===== src/rtl/mux_key_table_if.sv =====
// Lookup-table bus: write port, clear, lookup request and result handshake.
//   master : drives writes, clr, in_valid/in_key/default_out, out_ready
//   slave  : drives in_ready and the registered result out_valid/out_data/out_hit/out_idx
interface mux_key_table_if #(
    parameter int KEY_LEN  = 7,
    parameter int DATA_LEN = 32,
    parameter int IDX_W    = 2
);
    logic                wr_en;
    logic [IDX_W-1:0]    wr_idx;
    logic [KEY_LEN-1:0]  wr_key;
    logic [DATA_LEN-1:0] wr_data;
    logic                wr_valid;
    logic                clr;
    logic                in_valid;
    logic                in_ready;
    logic [KEY_LEN-1:0]  in_key;
    logic [DATA_LEN-1:0] default_out;
    logic                out_valid;
    logic                out_ready;
    logic [DATA_LEN-1:0] out_data;
    logic                out_hit;
    logic [IDX_W-1:0]    out_idx;

    modport master (
        output wr_en, wr_idx, wr_key, wr_data, wr_valid, clr,
        output in_valid, in_key, default_out, out_ready,
        input  in_ready, out_valid, out_data, out_hit, out_idx
    );

    modport slave (
        input  wr_en, wr_idx, wr_key, wr_data, wr_valid, clr,
        input  in_valid, in_key, default_out, out_ready,
        output in_ready, out_valid, out_data, out_hit, out_idx
    );
endinterface


===== src/rtl/mux_key_table.sv =====
// Programmable key-match lookup table with a one-entry registered result.
//   clk  : single clock, rising edge
//   rst  : synchronous active-high reset
//   bus  : mux_key_table_if.slave (write port, clear, lookup handshake, result)
// Lowest matching valid entry wins; a miss returns default_out (or zero when
// HAS_DEFAULT=0). Lookups read the table as it was before the same edge's
// write/clear.
module mux_key_table #(
    parameter int NR_KEY      = 4,
    parameter int KEY_LEN     = 7,
    parameter int DATA_LEN    = 32,
    parameter int HAS_DEFAULT = 1,
    localparam int IDX_W      = (NR_KEY > 1) ? $clog2(NR_KEY) : 1
) (
    input logic             clk,
    input logic             rst,
    mux_key_table_if.slave  bus
);

    logic                valid_q [NR_KEY];
    logic [KEY_LEN-1:0]  key_q   [NR_KEY];
    logic [DATA_LEN-1:0] data_q  [NR_KEY];

    logic                match_hit;
    logic [IDX_W-1:0]    match_idx;
    logic [DATA_LEN-1:0] match_data;

    logic                out_valid_q, out_valid_d;
    logic [DATA_LEN-1:0] out_data_q,  out_data_d;
    logic                out_hit_q,   out_hit_d;
    logic [IDX_W-1:0]    out_idx_q,   out_idx_d;

    logic                in_ready;
    logic                accept;

    // Clear has priority over a same-cycle write. Indices beyond NR_KEY match
    // no loop iteration and are therefore dropped.
    always_ff @(posedge clk) begin
        if (rst) begin
            for (int i = 0; i < NR_KEY; i++) valid_q[i] <= 1'b0;
        end else if (bus.clr) begin
            for (int i = 0; i < NR_KEY; i++) valid_q[i] <= 1'b0;
        end else if (bus.wr_en) begin
            for (int i = 0; i < NR_KEY; i++) begin
                if (bus.wr_idx == IDX_W'(i)) valid_q[i] <= bus.wr_valid;
            end
        end
    end

    // Key/data need no reset: an entry is only observable through its valid bit.
    always_ff @(posedge clk) begin
        if (!rst && bus.wr_en) begin
            for (int i = 0; i < NR_KEY; i++) begin
                if (bus.wr_idx == IDX_W'(i)) begin
                    key_q[i]  <= bus.wr_key;
                    data_q[i] <= bus.wr_data;
                end
            end
        end
    end

    // Scan from the top so the lowest matching index is the last to assign.
    always_comb begin
        match_hit  = 1'b0;
        match_idx  = '0;
        match_data = '0;
        for (int i = NR_KEY - 1; i >= 0; i--) begin
            if (valid_q[i] && (key_q[i] == bus.in_key)) begin
                match_hit  = 1'b1;
                match_idx  = IDX_W'(i);
                match_data = data_q[i];
            end
        end
    end

    assign in_ready = !out_valid_q || bus.out_ready;
    assign accept   = bus.in_valid && in_ready;

    always_comb begin
        out_valid_d = out_valid_q;
        out_data_d  = out_data_q;
        out_hit_d   = out_hit_q;
        out_idx_d   = out_idx_q;
        if (accept) begin
            out_valid_d = 1'b1;
            out_hit_d   = match_hit;
            out_idx_d   = match_idx;
            if (match_hit)
                out_data_d = match_data;
            else if (HAS_DEFAULT != 0)
                out_data_d = bus.default_out;
            else
                out_data_d = '0;
        end else if (bus.out_ready) begin
            out_valid_d = 1'b0;
        end
    end

    always_ff @(posedge clk) begin
        if (rst) begin
            out_valid_q <= 1'b0;
            out_data_q  <= '0;
            out_hit_q   <= 1'b0;
            out_idx_q   <= '0;
        end else begin
            out_valid_q <= out_valid_d;
            out_data_q  <= out_data_d;
            out_hit_q   <= out_hit_d;
            out_idx_q   <= out_idx_d;
        end
    end

    assign bus.in_ready  = in_ready;
    assign bus.out_valid = out_valid_q;
    assign bus.out_data  = out_data_q;
    assign bus.out_hit   = out_hit_q;
    assign bus.out_idx   = out_idx_q;

endmodule


===== src/flat_wrapper.sv =====
// flat-port wrapper written by rule: the top's interface ports become plain ports
module mux_key_table_flat 
#(
    parameter int NR_KEY      = 4,
    parameter int KEY_LEN     = 7,
    parameter int DATA_LEN    = 32,
    parameter int HAS_DEFAULT = 1,
    localparam int IDX_W      = (NR_KEY > 1) ? $clog2(NR_KEY) : 1
)
  (clk, rst, bus_wr_en, bus_wr_idx, bus_wr_key, bus_wr_data, bus_wr_valid, bus_clr, bus_in_valid, bus_in_key, bus_default_out, bus_out_ready, bus_in_ready, bus_out_valid, bus_out_data, bus_out_hit, bus_out_idx);
  mux_key_table_if #(.KEY_LEN(KEY_LEN), .DATA_LEN(DATA_LEN), .IDX_W(2)) bus_i ();
  input logic clk;
  input logic rst;
  input wire logic [$bits(bus_i.wr_en)-1:0] bus_wr_en;
  input wire logic [$bits(bus_i.wr_idx)-1:0] bus_wr_idx;
  input wire logic [$bits(bus_i.wr_key)-1:0] bus_wr_key;
  input wire logic [$bits(bus_i.wr_data)-1:0] bus_wr_data;
  input wire logic [$bits(bus_i.wr_valid)-1:0] bus_wr_valid;
  input wire logic [$bits(bus_i.clr)-1:0] bus_clr;
  input wire logic [$bits(bus_i.in_valid)-1:0] bus_in_valid;
  input wire logic [$bits(bus_i.in_key)-1:0] bus_in_key;
  input wire logic [$bits(bus_i.default_out)-1:0] bus_default_out;
  input wire logic [$bits(bus_i.out_ready)-1:0] bus_out_ready;
  output wire logic [$bits(bus_i.in_ready)-1:0] bus_in_ready;
  output wire logic [$bits(bus_i.out_valid)-1:0] bus_out_valid;
  output wire logic [$bits(bus_i.out_data)-1:0] bus_out_data;
  output wire logic [$bits(bus_i.out_hit)-1:0] bus_out_hit;
  output wire logic [$bits(bus_i.out_idx)-1:0] bus_out_idx;
  assign bus_i.wr_en = bus_wr_en;
  assign bus_i.wr_idx = bus_wr_idx;
  assign bus_i.wr_key = bus_wr_key;
  assign bus_i.wr_data = bus_wr_data;
  assign bus_i.wr_valid = bus_wr_valid;
  assign bus_i.clr = bus_clr;
  assign bus_i.in_valid = bus_in_valid;
  assign bus_i.in_key = bus_in_key;
  assign bus_i.default_out = bus_default_out;
  assign bus_i.out_ready = bus_out_ready;
  assign bus_in_ready = bus_i.in_ready;
  assign bus_out_valid = bus_i.out_valid;
  assign bus_out_data = bus_i.out_data;
  assign bus_out_hit = bus_i.out_hit;
  assign bus_out_idx = bus_i.out_idx;
  mux_key_table #(.NR_KEY(NR_KEY), .KEY_LEN(KEY_LEN), .DATA_LEN(DATA_LEN), .HAS_DEFAULT(HAS_DEFAULT)) u_core (.clk(clk), .rst(rst), .bus(bus_i));
endmodule

===== config.mk =====
export PLATFORM = sky130hd
export DESIGN_NAME = mux_key_table_flat
export DESIGN_NICKNAME = d
export VERILOG_FILES = /design/src/rtl/mux_key_table_if.sv /design/src/rtl/mux_key_table.sv /design/src/flat_wrapper.sv
export SDC_FILE = /design/constraint.sdc
export NUM_CORES = 1
export LEC_CHECK = 0
export CAP_MARGIN = 40
export CORE_MARGIN = 1.5
export CORE_UTILIZATION = 40
export DETAILED_ROUTE_END_ITERATION = 8
export GPL_TIMING_DRIVEN = 0
export PLACE_DENSITY_LB_ADDON = 0.3
export RECOVER_POWER = 50
export SYNTH_ARGS = -nofsm -noshare
export SYNTH_HDL_FRONTEND = slang
export SYNTH_SLANG_ARGS = --single-unit

===== constraint.sdc =====
create_clock -name clk -period 3.15 [get_ports clk]
set_input_delay 0.63 -clock clk [delete_from_list [all_inputs] [get_ports clk]]
set_output_delay 0.63 -clock clk [all_outputs]
set_load 0.03 [all_outputs]

==> impl_metrics.tcl, run 1 <==
set metrics [dict create \
    final_cell_mix "159 x edfxtp_1, 82 x clkdlybuf4s50_1, 48 x inv_1" \
    design_area_sq_um 10300 \
    vias_per_cell 5.49 \
    routedWlPerCell_um 20.4 \
    dieWidth_um 145 \
    finalWorstSetupSlack_ns 0.182 \
    yosysTopAreaCell "edfxtp_1" \
    cp.arrival_ns 3.26 \
    place_congestion 0.764 \
    maxCapViolCount 0 \
    synth_top_family_by_area "compound AO/OA/AOI/OAI gates" \
    hp-class "reg -> reg" \
    synth-seq-cells 196 \
    finalNetCount 820 \
    switching_share 0.232 \
    postCtsSetupBuffers 0 \
    min_period_over_period 0.942 \
    overflow 0 \
    synthAdderAreaFrac 0 \
    met1_usage 0.274 \
    synth_compound_area_frac 0.157 \
    muxShareOfSynthArea 0 \
    ioPinCount 124 \
    post-place-ws_ns -0.227 \
    fmax_mhz 337 \
    endpoint_kind "register" \
    antenna_found_initial 2 \
    cts-htree-levels 4 \
    place_hpwl_um 14100 \
    layoutNonFillerInstCount 1013 \
    synth_fp_nets 675 \
    hold_viol 0 \
    synthDistinctLibCells 43 \
    clockPowerShare 0.374 \
    rsz0062_at_grt "false" \
    dr.pass1.iters 5 \
    crit_start "bus_in_key[0]" \
    seqPwrFrac 0.541 \
    syn-cell-area_sq_um 8060 \
    leakage_nw 3.41 \
    switchingPower_mw 1.25 \
    final_common_cell "edfxtp_1" \
    start_util 0.412 \
    finalPower_mw 5.42 \
    cts_buffers 17 \
    die-area_sq_um 21000 \
    reg2reg_setup_slack_ns 0.55 \
    power_density_nw_per_um2 526 \
    worst_setup_path_start_kind "input port" \
    antenna_left 0 \
    use_met2 0.327 \
    pwr-share-comb 0.085 \
    netlist_top_cells_area "edfxtp_1 59%, dfxtp_1 9.2%, a22oi_2 4.3%" \
    critical_path_class "in -> reg" \
    insertion_delay_ns 0.44 \
    top_usage_layer "met2" \
    placed_cell_area_sq_um 9730 \
    worstPathRequired_ns 3.44 \
    core.rowCount 51 \
    wl_um 20700 \
    n_fill_cell 1658 \
    cts_resized 0 \
    vdd_drop_max_uv 386 \
    clk_pin_slew_ns 0.07 \
    fin_skew_ns 0.0106 \
    setup_viol 0 \
    io_buffers 122 \
    holdBufCountCts 0 \
    placed_cells 979 \
    cts_sinks 196 \
    core_area_sq_um 19600 \
    cts_max_path_buffers 2 \
    synth_cells 588 \
    period_needed_ns 2.97 \
    layout-drive-gt1-share 0.129 \
    die-height_um 145 \
    grt_pass1_wl_um 32300 \
    grt_max_degree 23 \
    avgSynthCellArea_sq_um 13.7 \
    met3_usage 0.0506 \
    grt_usage 0.204 \
    final_util 0.526 \
    drv_slew 0 \
    status "completed" \
    slew_headroom 0.237 \
    synth_top_area_share 0.592 \
    first_iter_violations 435 \
    hold_path.startpoint "u_core.bus.out_hit" \
    grt_pass1_vias 5667 \
    cts_tree "yes" \
    cp_max_fo 10 \
    tightest_slew_ns 1.14 \
    rr_startpoint "u_core.key_q[1][0]" \
    cts_root_buf "clkbuf_16" \
    syn_to_final_growth_pct 27.7 \
    drcViolationCount 0 \
    yosys_warnings 0 \
    ys_seq_area_frac 0.684 \
    vias 5565 \
    power.internal_mw 4.16 \
    synth-simple-area-share 0.0771 \
    synth_xor_area_frac 0.0304 \
]
per-layer routing:
layer / part of all wire / up-vias
met5: 0.0013 / -
met4: 0.020 / 4
li1: - / 2550
met3: 0.069 / 35
met2: 0.48 / 248
met1: 0.43 / 2728
synthesized netlist by cell type (all sizes together):
| master | number |
|---|---|
| edfxtp | 159 |
| inv | 49 |
| dfxtp | 37 |
| nand3 | 37 |
| a21oi | 35 |
| nor3 | 32 |
| a22oi | 31 |
| o211ai | 30 |
| o221ai | 30 |
| buf | 27 |
| xnor2 | 20 |
| clkbuf | 19 |
| nor2 | 15 |
| o2111ai | 14 |
| nand2 | 10 |
| xor2 | 8 |
| nand4 | 6 |
| and4 | 4 |
| nand2b | 3 |
| o21bai | 3 |
| a31oi | 2 |
| and2 | 2 |
| or2 | 2 |
| a2111oi | 1 |
| and3 | 1 |
| nand4bb | 1 |
| nor2b | 1 |
| nor3b | 1 |
| nor4 | 1 |
| nor4bb | 1 |
| o2111a | 1 |
| o21ai | 1 |
| o22ai | 1 |
| o2bb2ai | 1 |
| o32ai | 1 |
| or3 | 1 |
stage by stage:
step / TNS [ns] / hold slack [ns]
6_report: 0 / 0.517
4_1_cts: 0 / 0.507
5_1_grt: 0 / 0.528
2_1_floorplan: 0 / 0.546
3_5_place_dp: -5.26 / 0.495
3_3_place_gp: -78.91 / 0.486
path summary, 6_finish.rpt:
| path | to | depth (start not counted) |
|---|---|---|
| hold reg to reg | u_core.bus.out_hit | 2 |
| setup reg to reg | u_core.bus.out_data[5] | 7 |
| setup / recovery | u_core.bus.out_data[5] | 8 |
| hold / removal | u_core.bus.out_hit | 2 |
worst max-delay path, cell delays in order:
cell	delay, ns
clkdlybuf4s50_1	0.50
xnor2_1	0.30
nand4_1	0.34
o22ai_1	0.47
clkbuf_1	0.54
nor3_1	0.12
o221ai_1	0.24
a21oi_1	0.10
registers in the layout, summed over array words and instances, names as in the netlist:
name / cells
u_core.bus.out_data: 32
u_core.bus.out_idx: 2
u_core.valid_q: 4
u_core.key_q: 28
u_core.bus.out_hit: 1
u_core.data_q: 128
u_core.bus.out_valid: 1
power by group through the flow:
stage	clock (mW)	sequential [mW]	combinational, mW
detailed placement	0	2.99	0.469
finish	2.03	2.93	0.458
global placement	0	2.99	0.448
global route	2.16	2.94	0.489
CTS	2.04	2.93	0.471
floorplan	0	3.03	0.158
area by class of cell:
cell class	count	area, sq um	share of cell area
inverter	49	184	0.0179
clock buffer	19	453	0.0440
antenna	2	5.00	0.000486
buffer	46	234	0.0227
sequential	196	5520	0.536
multi-input combinational	297	2140	0.208
timing repair buffer	126	1330	0.129
clock inverter	13	103	0.00997
tap	265	332	0.0322
cells by family (layout without fill, tap and decap cells):
| kind of cell | after synthesis | after routing |
|---|---|---|
| other cells | 0 | 2 |
| buf+inv | 95 | 253 |
| simple gates | 118 | 118 |
| compound gates | 151 | 151 |
| flops | 196 | 196 |
| xor+xnor | 28 | 28 |
No activity file was read; power rests on OpenSTA's default activity.
==> inputs of run 2 (changes only) <==
- HOLD_SLACK_MARGIN: unset -> 0.06
==> results of run 2 <==
No change in the layout: final DEF, timing and power equal those of run 1.
==> inputs of run 3 (changes only) <==
- GPL_ROUTABILITY_DRIVEN: unset -> 0
==> results of run 3 <==
No change in the layout: final DEF, timing and power equal those of run 1.
